$ cat src/rtl/sched_gmii_sender.sv
// Time-scheduled GMII transmitter: pulls slot records from a ring buffer and sends each frame with
// preamble and CRC-32 at its target time. Define SENDER_PAD_EN to zero-pad short frames to 60 bytes.
module sched_gmii_sender #(
  parameter int unsigned ADDR_W     = 14,
  parameter int unsigned N_LOCAL    = 7,
  parameter int unsigned IFG_CYCLES = 12,
  parameter int unsigned MAX_LEN    = 1518
) (
  input  logic                  gmii_tx_clk,
  input  logic                  sys_rst,
  input  logic [63:0]           global_counter,
  output logic [7:0]            gmii_txd,
  output logic                  gmii_tx_en,
  output logic [ADDR_W-1:0]     slot_rd_addr,
  input  logic [15:0]           slot_rd_q,
  input  logic [ADDR_W-1:0]     mem_wr_ptr,
  output logic [ADDR_W-1:0]     mem_rd_ptr,
  input  logic [48*N_LOCAL-1:0] local_time,
  output logic [N_LOCAL-1:0]    local_time_req,
  output logic [31:0]           tx_frame_cnt,
  output logic [31:0]           tx_late_cnt,
  output logic                  tx_busy
);

`ifdef SENDER_PAD_EN
  typedef enum logic [2:0] {StIdle, StHdr, StWait, StPre, StData, StPad, StFcs, StIfg} state_e;
`else
  typedef enum logic [2:0] {StIdle, StHdr, StWait, StPre, StData, StFcs, StIfg} state_e;
`endif

  state_e              state_q;
  logic [15:0]         idx_q;
  logic [ADDR_W-1:0]   start_q;
  logic [ADDR_W-1:0]   addr_q;
  logic [ADDR_W-1:0]   rd_ptr_q;
  logic [15:0]         len_q;
  logic [63:0]         ts_q;
  logic [47:0]         target_q;
  logic [7:0]          lo_q;
  logic [31:0]         crc_q;
  logic [7:0]          txd_q;
  logic                en_q;
  logic [N_LOCAL-1:0]  req_q;
  logic [31:0]         frame_cnt_q;
  logic [31:0]         late_cnt_q;

  logic [47:0]         offset;
  logic [2:0]          sel;
  logic                sel_ok;
  logic                drop;
  logic                due;
  logic                late;
  logic [16:0]         rec_words;
  logic [ADDR_W-1:0]   end_ptr;
  logic [31:0]         fcs;
  logic [7:0]          fcs_next;
  logic                unused_gc_hi;

  function automatic logic [31:0] crc_byte(input logic [31:0] c, input logic [7:0] b);
    logic [31:0] r;
    r = c ^ {24'h0, b};
    for (int i = 0; i < 8; i++) begin
      r = r[0] ? ((r >> 1) ^ 32'hEDB88320) : (r >> 1);
    end
    return r;
  endfunction

  assign sel    = ts_q[62:60];
  assign sel_ok = (sel != 3'd0) && (32'(sel) <= N_LOCAL);

  // Selector values outside 1..N_LOCAL fall back to a zero offset.
  always_comb begin
    offset = '0;
    for (int unsigned k = 0; k < N_LOCAL; k++) begin
      if (sel == 3'(k + 1)) offset = local_time[48*k +: 48];
    end
  end

  assign rec_words = 17'd7 + ((17'(len_q) + 17'd1) >> 1);
  assign end_ptr   = start_q + ADDR_W'(rec_words);
  assign drop      = (len_q == 16'd0) || (32'(len_q) > MAX_LEN);
  assign due       = ts_q[63] || (ts_q[47:0] == 48'd0) || (global_counter[47:0] >= target_q);
  assign late      = !ts_q[63] && (ts_q[47:0] != 48'd0) && (global_counter[47:0] > target_q);
  assign fcs       = ~crc_q;
  assign fcs_next  = fcs[{idx_q[1:0] + 2'd1, 3'b000} +: 8];
  assign unused_gc_hi = ^global_counter[63:48];

  always_ff @(posedge gmii_tx_clk or posedge sys_rst) begin
    if (sys_rst) begin
      state_q     <= StIdle;
      idx_q       <= '0;
      start_q     <= '0;
      addr_q      <= '0;
      rd_ptr_q    <= '0;
      len_q       <= '0;
      ts_q        <= '0;
      target_q    <= '0;
      lo_q        <= '0;
      crc_q       <= '1;
      txd_q       <= '0;
      en_q        <= 1'b0;
      req_q       <= '0;
      frame_cnt_q <= '0;
      late_cnt_q  <= '0;
    end else begin
      req_q <= '0;
      unique case (state_q)
        StIdle: begin
          if (rd_ptr_q != mem_wr_ptr) begin
            state_q <= StHdr;
            idx_q   <= '0;
            start_q <= rd_ptr_q;
            addr_q  <= rd_ptr_q;
          end
        end
        StHdr: begin
          // Word n arrives one cycle after its address; idx 8 folds in the local offset.
          idx_q <= idx_q + 16'd1;
          if (idx_q < 16'd7) addr_q <= addr_q + ADDR_W'(1);
          case (idx_q)
            16'd1: len_q        <= slot_rd_q;
            16'd2: ts_q[63:48]  <= slot_rd_q;
            16'd3: ts_q[47:32]  <= slot_rd_q;
            16'd4: ts_q[31:16]  <= slot_rd_q;
            16'd5: ts_q[15:0]   <= slot_rd_q;
            16'd8: begin
              target_q <= ts_q[47:0] + offset;
              state_q  <= StWait;
              idx_q    <= '0;
            end
            default: ;
          endcase
        end
        StWait: begin
          if (drop) begin
            rd_ptr_q <= end_ptr;
            state_q  <= StIdle;
          end else if (due) begin
            state_q <= StPre;
            idx_q   <= '0;
            txd_q   <= 8'h55;
            en_q    <= 1'b1;
            crc_q   <= '1;
            if (late) late_cnt_q <= late_cnt_q + 32'd1;
            if (ts_q[63] && sel_ok) req_q <= N_LOCAL'(1) << (sel - 3'd1);
          end
        end
        StPre: begin
          idx_q <= idx_q + 16'd1;
          if (idx_q == 16'd7) begin
            state_q <= StData;
            idx_q   <= '0;
            txd_q   <= slot_rd_q[15:8];
            lo_q    <= slot_rd_q[7:0];
            addr_q  <= addr_q + ADDR_W'(1);
            crc_q   <= crc_byte(crc_q, slot_rd_q[15:8]);
          end else if (idx_q == 16'd6) begin
            txd_q <= 8'hD5;
          end else begin
            txd_q <= 8'h55;
          end
        end
        StData: begin
          if (idx_q + 16'd1 < len_q) begin
            idx_q <= idx_q + 16'd1;
            // Even byte positions open a new word; the address runs one word ahead of the wire.
            if (idx_q[0]) begin
              txd_q  <= slot_rd_q[15:8];
              lo_q   <= slot_rd_q[7:0];
              addr_q <= addr_q + ADDR_W'(1);
              crc_q  <= crc_byte(crc_q, slot_rd_q[15:8]);
            end else begin
              txd_q <= lo_q;
              crc_q <= crc_byte(crc_q, lo_q);
            end
`ifdef SENDER_PAD_EN
          end else if (len_q < 16'd60) begin
            state_q <= StPad;
            idx_q   <= idx_q + 16'd1;
            txd_q   <= 8'h00;
            crc_q   <= crc_byte(crc_q, 8'h00);
`endif
          end else begin
            state_q <= StFcs;
            idx_q   <= '0;
            txd_q   <= fcs[7:0];
          end
        end
`ifdef SENDER_PAD_EN
        StPad: begin
          if (idx_q + 16'd1 < 16'd60) begin
            idx_q <= idx_q + 16'd1;
            txd_q <= 8'h00;
            crc_q <= crc_byte(crc_q, 8'h00);
          end else begin
            state_q <= StFcs;
            idx_q   <= '0;
            txd_q   <= fcs[7:0];
          end
        end
`endif
        StFcs: begin
          idx_q <= idx_q + 16'd1;
          if (idx_q == 16'd3) begin
            state_q <= StIfg;
            idx_q   <= '0;
            en_q    <= 1'b0;
            txd_q   <= 8'h00;
          end else begin
            txd_q <= fcs_next;
            if (idx_q == 16'd2) begin
              rd_ptr_q    <= end_ptr;
              frame_cnt_q <= frame_cnt_q + 32'd1;
            end
          end
        end
        StIfg: begin
          if (idx_q == 16'(IFG_CYCLES - 1)) state_q <= StIdle;
          else idx_q <= idx_q + 16'd1;
        end
        default: state_q <= StIdle;
      endcase
    end
  end

  assign gmii_txd       = txd_q;
  assign gmii_tx_en     = en_q;
  assign slot_rd_addr   = addr_q;
  assign mem_rd_ptr     = rd_ptr_q;
  assign local_time_req = req_q;
  assign tx_frame_cnt   = frame_cnt_q;
  assign tx_late_cnt    = late_cnt_q;
  assign tx_busy        = (state_q != StIdle);

endmodule

$ cat config.mk
export PLATFORM = sky130hd
export DESIGN_NAME = sched_gmii_sender
export DESIGN_NICKNAME = d
export VERILOG_FILES = /design/src/rtl/sched_gmii_sender.sv
export SDC_FILE = /design/constraint.sdc
export NUM_CORES = 1
export LEC_CHECK = 0
export CORE_ASPECT_RATIO = 0.5
export CORE_UTILIZATION = 51
export CTS_BUF_LIST = sky130_fd_sc_hd__clkbuf_16
export DETAILED_ROUTE_END_ITERATION = 10
export PLACE_DENSITY = 0.82
export SLEW_MARGIN = 20
export SYNTH_ARGS = -nofsm -noshare
export SYNTH_HDL_FRONTEND = slang
export SYNTH_SLANG_ARGS = --single-unit
$ cat constraint.sdc
create_clock -name gmii_tx_clk -period 13 [get_ports gmii_tx_clk]
set_input_delay 2.6 -clock gmii_tx_clk [delete_from_list [all_inputs] [get_ports gmii_tx_clk]]
set_output_delay 2.6 -clock gmii_tx_clk [all_outputs]
set_load 0.05 [all_outputs]
==> metrics.md <==
| Metric | Value |
|---|---|
| Number of synthesized flops with an enable pin | `0` |
| Setup TNS | `0 ns` |
| IO Port Bufs | `524` |
| Most frequent cell after synthesis | `dfrtp_1` |
| DRC | `0` |
| Slew HR | `0.251` |
| Placed cells | `between 3000 and 4000` |
| Synth top area share | `0.294` |
| Yosys top cell by area | `dfrtp_1` |
| Setup CP Type | `primary input to flop` |
| First-pass GRT wire length | `123 mm` |
| Post-cts sizing count | `0` |
| Worst slew pin tran | `~1.1 ns` |
| Outcome | `completed` |
| Initial DRC count | `1768` |
| Synth-to-Final Area Change | `29.2%` |
| Met1 wire length | `between 30 and 40 mm` |
| Register area share after synthesis | `0.331` |
| Total core area | `between 40000 and 50000 sq um` |
| Total CTS buffers | `29` |
| Setup skew after layout | `around 0.017 ns` |
| Leak pwr | `~0.013 uW` |
| Metal2 WL | `~40 mm` |
| Period utilization | `0.527` |
| Vias | `between 20000 and 25000` |
| FFs w/ async S/R, synth | `1.00` |
| Antenna Violating Nets Remaining | `0` |
| Chip height | `between 150 and 200 um` |
| Met3 WL | `5.66 mm` |
| Sequential Area | `between 7000 and 8000 sq um` |
| Row cnt | `between 50 and 60` |
| Count of final setup violators | `0` |
| Total Routed Length | `83.1 mm` |
| Tmin final | `between 6 and 7 ns` |
| Die ar. | `45200 sq um` |
| Worst skew pair latency | `0.59 ns` |
| Yosys warning count | `0` |
| Total Routing Usage GR | `0.360` |
| Most used flip-flop cell after synthesis | `dfrtp_1` |
| Multi-input combinational cell area | `14200 sq um` |
| Grt ovf | `0` |
| Post-layout util | `0.669` |
| RSZ-0062 raised after global routing | `false` |
| Vias in the first global route | `around 20000` |
| Worst Path Max Fanout | `3` |
| FF+latch count, synth | `roughly 300` |
| Clock buffer depth | `3` |
| DRT Pass-1 Iters | `6` |
| Routed WL per cell | `approximately 24 um` |
| Final slew viol count | `0` |
| Tot Pwr | `about 2400 uW` |
| Layout Nets | `roughly 3500` |
| Power Dens Cells | `82.8 nW/um^2` |
| Hold buffers post-CTS | `0` |
| Non-Filler Instances | `3496` |
| Post-DR vias/cell | `slightly above 6` |
| Starting Density | `0.518` |
| Initial antenna violation count | `8` |
| Fmax achieved | `approximately 150 MHz` |
| TritonCTS clock tree | `done` |
| Worst vdd ir | `approximately 0.084 mV` |
| Max-cap violations | `0` |
| Highest metal used | `met5` |
| Post-Syn Area per Cell | `~9.3 sq um` |
| Synth top cells by count | `dfrtp_1 (265), nand2_1 (224), xnor2_1 (180)` |
| Worst hold slack | `0.473 ns` |
| Ports | `541` |
| Share of cells above drive strength 1 | `0.110` |
| Clk sinks | `between 200 and 300` |
| Kind of end point of the critical path | `flop` |
| Unique masters post-synth | `97` |
| Final Hold Fails | `0` |
| Net Count, Synth | `approximately 3000` |
| WP data arrival | `between 7 and 8 ns` |
| Clk root buf | `clkbuf_16` |
| Hold Crit Class | `flop to flop` |
| Die width | `~300 um` |
| Worst path required time | `about 13 ns` |
| Largest net degree at the start of global routing | `170` |
| Final Wtd Congestion | `between 1 and 1.5` |
| Critical Path Start Type | `primary input` |
| DP Wirelength | `65.3 mm` |
| Fillers | `3605` |
| Synth Instances | `2418` |
| Clock transition at the registers of the reported paths | `roughly 0.07 ns` |
| CTS HTree Levels | `1` |
| Top cells by area, synth | `dfrtp_1 (29%), ha_1 (8.3%), mux2_2 (7.2%)` |
| Setup Fix Bufs, Post-CTS | `0` |
| Synthesized area | `roughly 23000 sq um` |
cells in the final DEF, fill, tap and decap left out, drive strengths merged, types with 16 or more instances in the layout:
master           n
a22oi           49
nand2          228
mux2i           47
nor3            26
dfstp           32
buf             18
nor2           148
clkdlybuf4s50  524
a221o           45
and3            37
a21oi          126
xor2            94
xnor2          185
nor4            21
clkbuf          29
nand3           67
nand2b          16
mux2           176
o21ai          182
inv            131
a21o            46
nand4           36
dfrtp          265
ha             149
final cells by class:
cell class                      instances  share of cell area
Antenna cell                            7            0.000600
Clock buffer                           29              0.0249
Clock inverter                         25             0.00613
Inverter                              116              0.0153
Multi-Input combinational cell       1892               0.487
Sequential cell                       297               0.256
Tap cell                              588              0.0252
Timing Repair Buffer                  542               0.185
worst max-delay path, cell delays in order:
cell and delay [ns]:
clkdlybuf4s50_1 0.54, mux2_2 0.32, a22o_1 0.18, o221a_2 0.28, ha_1 0.30, a211oi_1 0.29, o211ai_1 0.17, a211oi_1 0.41
nor2_1 0.18, a21boi_1 0.38, o21ai_0 0.32, a311oi_1 0.59, o21ai_0 0.22, xnor2_1 0.34, o21ai_0 0.13
cells by family after synthesis:
| kind of cell | count (synthesis) | share of synthesized area |
|---|---|---|
| buf+inv | 229 | 0.0411 |
| compound gates | 595 | 0.178 |
| simple gates | 631 | 0.133 |
| xor+xnor | 279 | 0.111 |
| flops | 297 | 0.331 |
| fa+ha+maj | 151 | 0.0843 |
| mux | 236 | 0.123 |
layer usage:
layer	vias to the layer above	track usage
met5	-	0
met4	4	0.211
met3	191	0.0541
met2	867	0.597
met1	10419	0.452
li1	9662	-
registers in the layout, indices dropped and copies added, names as in the netlist, 14 cells and up:
register	count
mem_rd_ptr	14
crc_q	32
start_q	14
tx_late_cnt	32
idx_q	16
len_q	16
tx_frame_cnt	32
slot_rd_addr	14
target_q	48
ts_q	52
report_power, final:
part	internal, uW	total [uW]	switching [uW]
Clock	447	833	386
Sequential	937	960	22.6
Combinational	298	624	326
Total	1680	2420	734
stage by stage:
step / area (sq um) / worst slack (ns)
3_3_place_gp: 28300 / 5.80
4_1_cts: 29200 / 6.34
2_1_floorplan: 22600 / 2.25
3_5_place_dp: 28300 / 5.76
5_1_grt: 29200 / 5.98
6_report: 29200 / 6.15
worst paths after layout:
path	to	start	cells past startpoint	slack, ns
min reg2reg	tx_frame_cnt[31]$_DFFE_PP0P_	tx_frame_cnt[31]$_DFFE_PP0P_	1	0.47
max in group asynchronous	start_q[5]$_DFFE_PP0P_	sys_rst	3	8.89
max	target_q[31]$_DFFE_PP0P_	local_time[1]	15	6.15
min	tx_frame_cnt[31]$_DFFE_PP0P_	tx_frame_cnt[31]$_DFFE_PP0P_	1	0.47
min in group asynchronous	target_q[3]$_DFFE_PP0P_	sys_rst	2	2.64
max reg2reg	target_q[31]$_DFFE_PP0P_	ts_q[60]$_DFFE_PP0P_	15	6.90
(Power assumes the default switching activity.)
